==> src/rtl/control_sequencer.sv <==
// control_sequencer
// Hard-wired Moore control unit for the processor datapath. It fetches each
// instruction (PC -> MAR -> MDR -> IR), decodes the IR opcode and register
// fields, and sequences the execute steps for register-register ALU,
// multiply/divide and unary instructions. Strobes decode the registered
// state (and the IR, which is stable from T3), so each strobe lasts a whole
// clock cycle.
//
// Optional feature macro: SEQ_SINGLE_STEP_EN
//   When defined, adds input 'step'. END moves to PAUSE, which holds
//   (busy=0) until a rising edge on step (-> T0), or returns to IDLE when
//   run=0.
//
// Ports:
//   clk          system clock, rising edge
//   clr          asynchronous active-low reset
//   run          1 = fetch/execute, 0 = stop at next instruction boundary
//   ir[31:0]     IR contents: [31:27] opcode, [26:23] Ra, [22:19] Rb, [18:15] Rc
//   mem_ready    memory read data valid (only observed in T1)
//   step         (SEQ_SINGLE_STEP_EN only) single-step request
//   *_out        bus source strobes
//   *_in         register load strobes
//   inc_pc/read  PC increment / memory read
//   reg_out_sel  one-hot general-register bus source
//   reg_in_sel   one-hot general-register load
//   alu_op       ALU opcode
//   busy         high outside IDLE/HALT (and PAUSE)
//   halted       high in HALT
//   illegal      one-cycle pulse on an unsupported opcode
//   read_timeout sticky; set when the T1 wait reaches MEM_WAIT_MAX

module control_sequencer #(
  parameter int MEM_WAIT_MAX = 15
) (
  input  logic        clk,
  input  logic        clr,
  input  logic        run,
  input  logic [31:0] ir,
  input  logic        mem_ready,
`ifdef SEQ_SINGLE_STEP_EN
  input  logic        step,
`endif
  output logic        pc_out,
  output logic        zlow_out,
  output logic        zhigh_out,
  output logic        mdr_out,
  output logic        lo_out,
  output logic        hi_out,
  output logic        mar_in,
  output logic        z_in,
  output logic        pc_in,
  output logic        mdr_in,
  output logic        ir_in,
  output logic        y_in,
  output logic        hi_in,
  output logic        lo_in,
  output logic        inc_pc,
  output logic        read,
  output logic [15:0] reg_out_sel,
  output logic [15:0] reg_in_sel,
  output logic [4:0]  alu_op,
  output logic        busy,
  output logic        halted,
  output logic        illegal,
  output logic        read_timeout
);

  typedef enum logic [3:0] {
    S_IDLE, S_T0, S_T1, S_T2, S_T3, S_T4, S_T5, S_T6, S_END, S_HALT, S_PAUSE
  } state_t;

  localparam logic [3:0] WAIT_MAX = 4'(MEM_WAIT_MAX);

  state_t     state_q, state_d;
  logic [3:0] wcnt_q, wcnt_d;
  logic       tmo_q, tmo_d;

  logic [4:0] opcode;
  logic [3:0] ra, rb, rc;
  logic       is_alu, is_md, is_un, is_nop, is_halt, is_exec;
  logic       unused_ir_bits;

  assign opcode = ir[31:27];
  assign ra     = ir[26:23];
  assign rb     = ir[22:19];
  assign rc     = ir[18:15];
  assign unused_ir_bits = ^ir[14:0];

  // add, sub, shr, shl, ror, rol, and, or occupy the contiguous range 3..10
  assign is_alu  = (opcode >= 5'b00011) && (opcode <= 5'b01010);
  assign is_md   = (opcode == 5'b01110) || (opcode == 5'b01111);
  assign is_un   = (opcode == 5'b10000) || (opcode == 5'b10001);
  assign is_nop  = (opcode == 5'b11010);
  assign is_halt = (opcode == 5'b11011);
  assign is_exec = is_alu || is_md || is_un;

`ifdef SEQ_SINGLE_STEP_EN
  logic step_q;
  always_ff @(posedge clk or negedge clr) begin
    if (!clr) step_q <= 1'b0;
    else      step_q <= step;
  end
`endif

  always_ff @(posedge clk or negedge clr) begin
    if (!clr) begin
      state_q <= S_IDLE;
      wcnt_q  <= 4'd0;
      tmo_q   <= 1'b0;
    end else begin
      state_q <= state_d;
      wcnt_q  <= wcnt_d;
      tmo_q   <= tmo_d;
    end
  end

  always_comb begin
    state_d = state_q;
    wcnt_d  = wcnt_q;
    tmo_d   = tmo_q;
    case (state_q)
      S_IDLE: if (run) state_d = S_T0;
      S_T0: begin
        state_d = S_T1;
        wcnt_d  = 4'd0;
      end
      S_T1: begin
        if (mem_ready) state_d = S_T2;
        else if (wcnt_q != WAIT_MAX) wcnt_d = wcnt_q + 4'd1;
      end
      S_T2: state_d = S_T3;
      S_T3: begin
        if (is_halt)      state_d = S_HALT;
        else if (is_exec) state_d = S_T4;
        else              state_d = S_END;   // nop and illegal
      end
      S_T4: state_d = S_T5;
      S_T5: state_d = is_md ? S_T6 : S_END;
      S_T6: state_d = S_END;
`ifdef SEQ_SINGLE_STEP_EN
      S_END: state_d = run ? S_PAUSE : S_IDLE;
      S_PAUSE: begin
        if (!run)                 state_d = S_IDLE;
        else if (step && !step_q) state_d = S_T0;
      end
`else
      S_END: state_d = run ? S_T0 : S_IDLE;
`endif
      S_HALT: state_d = S_HALT;
      default: state_d = S_IDLE;
    endcase
    // Counter saturates at the limit, so this stays true until the next T0;
    // the flag itself is only cleared by reset.
    if (wcnt_d == WAIT_MAX) tmo_d = 1'b1;
  end

  always_comb begin
    pc_out      = 1'b0;
    zlow_out    = 1'b0;
    zhigh_out   = 1'b0;
    mdr_out     = 1'b0;
    lo_out      = 1'b0;
    hi_out      = 1'b0;
    mar_in      = 1'b0;
    z_in        = 1'b0;
    pc_in       = 1'b0;
    mdr_in      = 1'b0;
    ir_in       = 1'b0;
    y_in        = 1'b0;
    hi_in       = 1'b0;
    lo_in       = 1'b0;
    inc_pc      = 1'b0;
    read        = 1'b0;
    reg_out_sel = 16'h0000;
    reg_in_sel  = 16'h0000;
    alu_op      = 5'b00000;
    illegal     = 1'b0;
    busy        = !((state_q == S_IDLE) || (state_q == S_HALT) || (state_q == S_PAUSE));
    halted      = (state_q == S_HALT);
    case (state_q)
      S_T0: begin
        pc_out = 1'b1;
        mar_in = 1'b1;
        inc_pc = 1'b1;
        z_in   = 1'b1;
      end
      S_T1: begin
        zlow_out = 1'b1;
        pc_in    = 1'b1;
        read     = 1'b1;
        mdr_in   = 1'b1;
      end
      S_T2: begin
        mdr_out = 1'b1;
        ir_in   = 1'b1;
      end
      S_T3: begin
        if (is_exec) begin
          reg_out_sel = 16'h0001 << rb;
          y_in        = 1'b1;
        end else if (!is_nop && !is_halt) begin
          illegal = 1'b1;
        end
      end
      S_T4: begin
        alu_op      = opcode;
        z_in        = 1'b1;
        reg_out_sel = is_un ? (16'h0001 << rb) : (16'h0001 << rc);
      end
      S_T5: begin
        zlow_out = 1'b1;
        if (is_md) lo_in = 1'b1;
        else       reg_in_sel = 16'h0001 << ra;   // Ra written last
      end
      S_T6: begin
        zhigh_out = 1'b1;
        hi_in     = 1'b1;
      end
      default: ;
    endcase
  end

  assign read_timeout = tmo_q;

endmodule

==> config.mk <==
export PLATFORM = sky130hd
export DESIGN_NAME = control_sequencer
export DESIGN_NICKNAME = d
export VERILOG_FILES = /design/src/rtl/control_sequencer.sv
export SDC_FILE = /design/constraint.sdc
export NUM_CORES = 1
export LEC_CHECK = 0
export ABC_CLOCK_PERIOD_IN_PS = 9400
export CAP_MARGIN = 20
export CORE_AREA = 2 2 65 67
export CTS_CLUSTER_SIZE = 40
export DETAILED_ROUTE_END_ITERATION = 8
export DIE_AREA = 0 0 67 69
export GPL_TIMING_DRIVEN = 0
export PLACE_DENSITY = 0.86
export SLEW_MARGIN = 10
export SYNTH_ARGS = -nofsm -noshare
export SYNTH_HDL_FRONTEND = slang
export SYNTH_SLANG_ARGS = --single-unit
==> constraint.sdc <==
create_clock -name clk -period 9.4 [get_ports clk]
set_clock_uncertainty 0.15 [all_clocks]
set_input_delay 2.82 -clock clk [delete_from_list [all_inputs] [get_ports clk]]
set_output_delay 2.82 -clock clk [all_outputs]
set_load 0.01 [all_outputs]
==> flow_summary.ini, run 1 <==
[place]
port_buffers = 75
gp_congestion = 0.9120
pre_cts_ws_ps = 1026
dp_hpwl_um = 3726

[power_and_ir_drop]
combPwrFrac_pct = 72.1
power_w = 0.0003804
clkPwrFrac_pct = 12.1
seqPwrFrac_pct = 15.8
ir_worst_vdd_uv = 72.21
cellLeakagePower_nw = 0.8675
swShare_pct = 43.77
power_density_mw_per_mm2 = 155.2
power.switching_w = 0.0001665
p_int_w = 0.0002139

[synthesis]
yosysMostFrequentCell = nor2_1
synth_warnings = 0
synth_area_leader_cell = dfrtp_1
synth.distinct_cells = 58
netlist_instances = 232
synth_seq_area_share_pct = 14.18
synth_edf_count = 0
synth_flop_cell = dfrtp_1
yosys-top-cells-area = dfrtp_1, nor2_1, nand2_1, nand2b_1, a21oi_1
ys_async_sr_fraction_pct = 100.0
synth_top_area_share_pct = 14.18
synth-simple-area-share_pct = 40.43
synth.area.mux_share_pct = 2.522
synth_top_family_by_area = simple AND/OR/NAND/NOR gates
ys_seq_elements = 9
synth_compound_area_share_pct = 30.18
synth-adder-area-share_pct = 0.7880
syn_area_per_cell_sq_um = 6.844
yosys.area_share.xor_xnor_pct = 1.655
synth.cell_area_sq_mm = 0.001588
synth_common_cells = nor2_1, nand2_1, a21oi_1

[sta]
setup_viol = 0
hold_viol = 0
clock.fmax_ghz = 0.1185
holdWs_ps = 333.6
slew_headroom_pct = 52.39
worstMarginPinSlew_ps = 708.2
tns_ps = 0
min_period_over_period_pct = 89.75
setup_ws_ps = 963.9
final_max_slew_viol_count = 0
rsz0062_at_grt = no
period_needed_ps = 8436

[clock_tree]
cts_tree = done
cts.clk_slew.worst_paths_ps = 50
post_cts_resized = 0
cts_buffers = 3
htreeDepth = 1
cts.sinks = 9
insertion_delay_ps = 240
postCtsSetupBuffers = 0
hold_buffers = 0
root_buffer = clkbuf_8
cts_buffer_depth = 2

[critical_path]
critPathKind = input pin to output port
crit_path_end_kind = output port
r2r_setup_slack_ps = 7400
r2r_start = state_q[0]$_DFFE_PN0P_
cp_top_family = buffers and inverters
start_kind = input pin
crit_path_cell_trace = clkdlybuf4s50_1 -> clkbuf_1 -> o32ai_1 -> o21ai_2 -> buf_2 -> o22ai_1 -> clkdlybuf4s50_1
arrival_ps = 5470
required_ps = 6430
cp_num_buf_inv = 4
crit_fanout = 10
max_stage_delay_ps = 680
critPathSlowestCell = o32ai_1
ff2ff_path_depth = 5
cpMostUsedCell = clkdlybuf4s50_1
r2r-end = read_timeout$_DFFE_PN0N_

[final_layout]
drive_above_1_share_pct = 8.654
fin_util_pct = 62.63
antenna_cells = 0
nets = 350
area_delta_synth_final_pct = 54.37

[min_path]
hold_class = flop to flop
worstHoldStart = read_timeout$_DFFE_PN0N_
holdPathEnd = read_timeout$_DFFE_PN0N_
min_path_cells = 1

[die]
die_w_um = 67
die_area_sq_mm = 0.004623
die_y_um = 69
start_util_pct = 40.57
rows = 23
io_pins = 93
core_sq_mm = 0.003914

[routing]
wl_met1_um = 2102
drt_iter0_drc = 94
wl_met3_um = 270
dr.max_layer_used = met4
route.met2.wl_um = 2257
dr.pass1.iters = 4
wirelength_um = 4739
avgViaCountPerCell = 5.555
drc = 0
ant_nets = 0
vias = 2011
avgRoutedWirePerCell_um = 13.09

[grt]
antenna_found_initial = 0
gr-total-overflow = 0
grt_pass1_vias = 1733
grt_max_degree = 11
grt_usage_pct = 20.70
grt_pass1_wl_um = 7817

[run_status]
status = finished clean

[run]
maxCapViolations = 0
## layer usage
| layer | global-route usage (%) | up-vias |
|---|---|---|
| met5 | 0 | - |
| met4 | 8.390 | 0 |
| met3 | 1.631 | 13 |
| met2 | 32.67 | 72 |
| met1 | 28.60 | 924 |
| li1 | - | 1002 |
## worst max-delay path by stage
stage                                 end   start  slack [ps]  cells past startpoint
final                      reg_out_sel[1]  ir[31]         960                      7
after detailed placement   reg_out_sel[1]  ir[31]        1030                      7
after CTS                  reg_out_sel[1]  ir[31]        1010                      7
after global routing       reg_out_sel[1]  ir[31]         850                      7
after floorplan           reg_out_sel[14]  ir[28]        2210                      5
after global placement     reg_out_sel[1]  ir[31]        1030                      7
## state kept, by name, indices dropped and copies added, names as in the netlist
signal	flops
read_timeout	1
state_q	4
wcnt_q	4
## power by group through the flow
stage / Combinational (W) / Sequential (W) / Clock [W]
floorplan: 0.000173 / 0.0000585 / 0
global placement: 0.000270 / 0.0000601 / 0
detailed placement: 0.000273 / 0.0000610 / 0
CTS: 0.000274 / 0.0000602 / 0.0000466
global route: 0.000300 / 0.0000627 / 0.0000493
finish: 0.000274 / 0.0000603 / 0.0000459
## cell usage in the layout (no fill, tap or decap), drive strengths merged, types with 4 or more instances in the layout
cell type      instances
a22oi                  5
o21ai                  9
nor3                  14
nand2b                13
clkdlybuf4s50         75
a21o                   4
and2                   4
a21oi                 15
clkbuf                12
dfrtp                  9
inv                    6
nor2b                 11
nand3                  8
nand2                 24
buf                   16
nor2                  27
mux2i                  4
## area by class of cell
type / instances / area [sq um]
Inverter: 6 / 22.52
Timing Repair Buffer: 75 / 750.7
Buffer: 25 / 136.4
Clock inverter: 1 / 5.005
Fill cell: 371 / 1463
Multi-Input combinational cell: 193 / 1207
Sequential cell: 9 / 225.2
Clock buffer: 3 / 41.29
Tap cell: 50 / 62.56
## per-stage QoR
step	instance area (sq um)	std cells
2_1_floorplan	1592	233
3_3_place_gp	2405	358
3_5_place_dp	2405	358
4_1_cts	2451	362
5_1_grt	2451	362
6_report	2451	362
## logic make-up after synthesis
family | Yosys count
other cells | 1
xor+xnor | 3
fa+ha+maj | 1
flops | 9
mux | 4
simple gates | 120
compound gates | 63
buf+inv | 31
Note: power is estimated with default switching activity, not from simulation.
==> run 2: changes to the inputs <==
- CORE_AREA: 2 2 65 67 -> 10 10 73 75
- DIE_AREA: 0 0 67 69 -> 0 0 83 85
==> run 2 against run 1 <==
Global-route usage fell by 6.0 points. Worst hold slack improved by 2.4 ps. Die area rose by 53%. Maximum frequency rose by 0.33%. Count of clock-buffer cells in the layout rose by 1. Utilization barely moved. First-iteration DRC count rose by 87%. Total power rose by 0.58%. Cell count did not move. Worst setup slack improved by 28 ps.
==> flow_summary.ini, run 2 (same netlist as run 1, synthesis figures left out) <==
[run_status]
status = finished clean

[final_layout]
fin_util_pct = 62.60
area_delta_synth_final_pct = 54.29
multi_input_area_sq_mm = 0.001207
register_area_sq_um = 225.2
fin_cells = 362
nets = 350
antenna_cells = 0
fillCellCount = 373
final_common_cell = clkdlybuf4s50_1
drive_above_1_share_pct = 8.333
layout_common_cells = clkdlybuf4s50_1, nor2_1, nand2_1

[grt]
antenna_found_initial = 0
gr-total-overflow = 0
grt_usage_pct = 14.71
grt_pass1_vias = 1962
use_met3_pct = 3.537
grt_pass1_wl_um = 9211
grt_max_degree = 11
busiest_layer = met2
met1_usage_pct = 16.88
met2_usage_pct = 26.05

[place]
port_buffers = 75
placed_cells = 358
gp_congestion = 0.8954
dp_hpwl_um = 4416

[routing]
drt_iter0_drc = 176
dr.pass1.iters = 5
ant_nets = 0
wirelength_um = 5431
avgViaCountPerCell = 5.586
vias = 2022
avgRoutedWirePerCell_um = 15.00
drc = 0

[clock_tree]
cts_buffers = 3
insertion_delay_ps = 230
htreeDepth = 1
cts_buffer_depth = 2
cts_tree = done
cts.sinks = 9
postCtsSetupBuffers = 0
hold_buffers = 0
post_cts_resized = 0
cts.clk_slew.worst_paths_ps = 40
root_buffer = clkbuf_8

[power_and_ir_drop]
power.switching_w = 0.0001680
power_density_mw_per_mm2 = 156.2
seqPwrFrac_pct = 15.8
p_int_w = 0.0002146
ir_worst_vdd_uv = 82.19
swShare_pct = 43.91
power_w = 0.0003826
clkPwrFrac_pct = 11.9
combPwrFrac_pct = 72.3
cellLeakagePower_nw = 0.8648

[sta]
worstMarginPinSlew_ps = 738.8
tns_ps = 0
clock.fmax_ghz = 0.1189
slew_headroom_pct = 50.34
holdWs_ps = 335.9
rsz0062_at_grt = no
final_max_slew_viol_count = 0
setup_viol = 0
hold_viol = 0
min_period_over_period_pct = 89.45
period_needed_ps = 8408

[die]
start_util_pct = 40.57
rows = 23
die_y_um = 85
die_w_um = 83
core_sq_mm = 0.003914
io_pins = 93
die_area_sq_mm = 0.007055

[run]
maxCapViolations = 0

[critical_path]
r2r_start = state_q[1]$_DFFE_PN0P_
start_kind = input pin
crit_path_end_kind = output port
critPathLaunch = ir[31]
ff2ff_path_depth = 6
required_ps = 6430
arrival_ps = 5440
critPathKind = input pin to output port
r2r_setup_slack_ps = 7370
crit_fanout = 10
r2r-end = read_timeout$_DFFE_PN0N_

[min_path]
min_path_cells = 1
holdPathEnd = read_timeout$_DFFE_PN0N_
hold_class = flop to flop
worstHoldStart = read_timeout$_DFFE_PN0N_
[run 2: cell count changes in the layout (fill, tap and decap cells not counted)]
cell,previous run,this run
clkbuf_1,9,10
clkinv_2,1,0
[run 2: worst max path at each step]
stage	to	slack [ps]
2_1_floorplan	reg_out_sel[14]	2210
3_3_place_gp	reg_out_sel[1]	1020
3_5_place_dp	reg_out_sel[6]	1020
4_1_cts	reg_out_sel[6]	1010
5_1_grt	reg_out_sel[14]	770
6_report	reg_out_sel[1]	990
[run 2: area by class of cell]
class / count / share of cell area, %
Sequential cell: 9 / 9.193
Buffer: 25 / 5.567
Inverter: 6 / 0.9193
Timing Repair Buffer: 75 / 30.64
Multi-Input combinational cell: 193 / 49.29
Clock buffer: 4 / 1.839
Tap cell: 50 / 2.554
[run 2: worst max-delay path, cell delays in order]
cell and delay, ps:
clkdlybuf4s50_1 470, clkbuf_1 230, o32ai_1 660, o21ai_2 240, buf_2 240, o22ai_1 200, clkdlybuf4s50_1 570
[run 2: metrics by stage]
step | instance area (sq um) | setup WS [ps]
floorplan | 1592 | 2207
global placement | 2405 | 1017
detailed placement | 2405 | 1015
CTS | 2450 | 1013
global route | 2450 | 768.4
finish | 2450 | 991.5
[run 2: power groups by stage]
stage / sequential (W) / combinational (W) / clock [W]
floorplan: 0.0000585 / 0.000173 / 0
global placement: 0.0000601 / 0.000274 / 0
detailed placement: 0.0000609 / 0.000276 / 0
CTS: 0.0000603 / 0.000278 / 0.0000465
global route: 0.0000629 / 0.000304 / 0.0000488
finish: 0.0000605 / 0.000277 / 0.0000453
[run 2: metal layers]
| layer | part of all wire (%) | routed length (um) | vias to the layer above |
|---|---|---|---|
| li1 | - | - | 998 |
| met1 | 40 | 2175 | 944 |
| met2 | 51 | 2754 | 72 |
| met3 | 7.4 | 404 | 8 |
| met4 | 1.8 | 97 | 0 |
| met5 | 0 | 0 | - |
==> run 3: changes to the inputs <==
- CORE_AREA: 10 10 73 75 -> 2 2 65 67
- DIE_AREA: 0 0 83 85 -> 0 0 67 69
- HOLD_SLACK_MARGIN: unset -> 0.05
- RECOVER_POWER: unset -> 100
==> run 3 against run 2 <==
Largest cell class unchanged. Sequential cell count stayed put. Worst hold slack worse by 6.7 ps. Sequential share of layout area is 0.12 points higher.
==> flow_summary.ini, run 3 (same netlist as run 1, synthesis figures left out) <==
[routing]
wirelength_um = 4742
ant_nets = 0
avgRoutedWirePerCell_um = 13.10
dr.pass1.iters = 5
drc = 0
drt_iter0_drc = 110
vias = 1988
avgViaCountPerCell = 5.492

[final_layout]
final_common_cell = dlygate4sd3_1
antenna_cells = 0
register_area_sq_um = 225.2
stdcell_area_sq_mm = 0.002419
nets = 350
fin_cells = 362
drive_above_1_share_pct = 7.051
area_delta_synth_final_pct = 52.32
fillCellCount = 380
layout_common_cells = dlygate4sd3_1, clkdlybuf4s50_1, nor2_1
multi_input_area_sq_mm = 0.001180

[die]
io_pins = 93
rows = 23
die_area_sq_mm = 0.004623
die_w_um = 67
core_sq_mm = 0.003914
start_util_pct = 40.57
die_y_um = 69

[place]
port_buffers = 75
placed_area_sq_mm = 0.002405
placed_cells = 358
pre_cts_ws_ps = 1026
dp_hpwl_um = 3726
gp_congestion = 0.9120

[sta]
period_needed_ps = 8788
slew_headroom_pct = 51.48
setup_ws_ps = 612.1
rsz0062_at_grt = no
clock.fmax_ghz = 0.1138
tns_ps = 0
holdWs_ps = 329.2
setup_viol = 0
min_period_over_period_pct = 93.49
hold_viol = 0
worstMarginPinSlew_ps = 721.8
final_max_slew_viol_count = 0

[run]
maxCapViolations = 0

[power_and_ir_drop]
ir_worst_vdd_uv = 71.42
power_density_mw_per_mm2 = 149.5
cellLeakagePower_nw = 0.9885

[clock_tree]
cts_buffers = 3
cts.sinks = 9
cts_tree = done
htreeDepth = 1
cts.clk_slew.worst_paths_ps = 50
root_buffer = clkbuf_8
postCtsSetupBuffers = 0
hold_buffers = 0
insertion_delay_ps = 240
cts_buffer_depth = 2
post_cts_resized = 0

[grt]
antenna_found_initial = 0
grt_max_degree = 11
grt_pass1_wl_um = 7817
grt_pass1_vias = 1733
gr-total-overflow = 0
grt_usage_pct = 20.70

[critical_path]
critPathKind = input pin to output port
required_ps = 6430
start_kind = input pin
crit_fanout = 10
arrival_ps = 5820
crit_path_end_kind = output port

[run_status]
status = finished clean

[min_path]
hold_class = flop to flop
-- run 3: final cells by class --
cell class	instances	area share, %
inverter	6	0.9312
buffer	25	5.432
multi-input combinational	193	48.78
tap	50	2.587
clock buffer	3	1.707
clock inverter	1	0.2069
timing repair buffer	75	31.04
sequential	9	9.312
-- run 3: critical path: stages --
cell and delay (ps):
dlygate4sd3_1 600, clkbuf_1 220, o32ai_1 610, o21ai_0 420
buf_2 310, o22ai_1 210, dlygate4sd3_1 620
-- run 3: worst paths after layout --
path / start / end / slack, ps / cells past startpoint
min in group asynchronous: clr / wcnt_q[1]$_DFF_PN0_ / 2800 / 1
max in group asynchronous: clr / wcnt_q[3]$_DFF_PN0_ / 5990 / 1
setup / recovery: ir[31] / reg_out_sel[1] / 610 / 7
setup reg to reg: state_q[1]$_DFFE_PN0P_ / read_timeout$_DFFE_PN0N_ / 6970 / 6
hold reg to reg: read_timeout$_DFFE_PN0N_ / read_timeout$_DFFE_PN0N_ / 330 / 1
hold / removal: read_timeout$_DFFE_PN0N_ / read_timeout$_DFFE_PN0N_ / 330 / 1
-- run 3: power breakdown --
group | total, W | internal (W) | leakage (nW) | switching (W)
clock | 0.0000459 | 0.0000290 | 0.0255 | 0.0000169
sequential | 0.0000601 | 0.0000508 | 0.120 | 0.00000931
combinational | 0.000256 | 0.000120 | 0.843 | 0.000135
total | 0.000362 | 0.000200 | 0.988 | 0.000162
-- run 3: routing by layer --
layer,up-vias,global-route usage (%),routed length (um)
li1,1000,-,-
met1,923,28.60,2151
met2,54,32.67,2267
met3,11,1.631,224
met4,0,8.390,98
met5,-,0,0
-- run 3: through the flow --
stage / power [W] / util (%)
final: 0.0003615 / 61.80
after global routing: 0.0003933 / 61.80
after CTS: 0.0003813 / 62.63
after floorplan: 0.0002318 / -
after detailed placement: 0.0003336 / 61.45
after global placement: 0.0003302 / 61.45
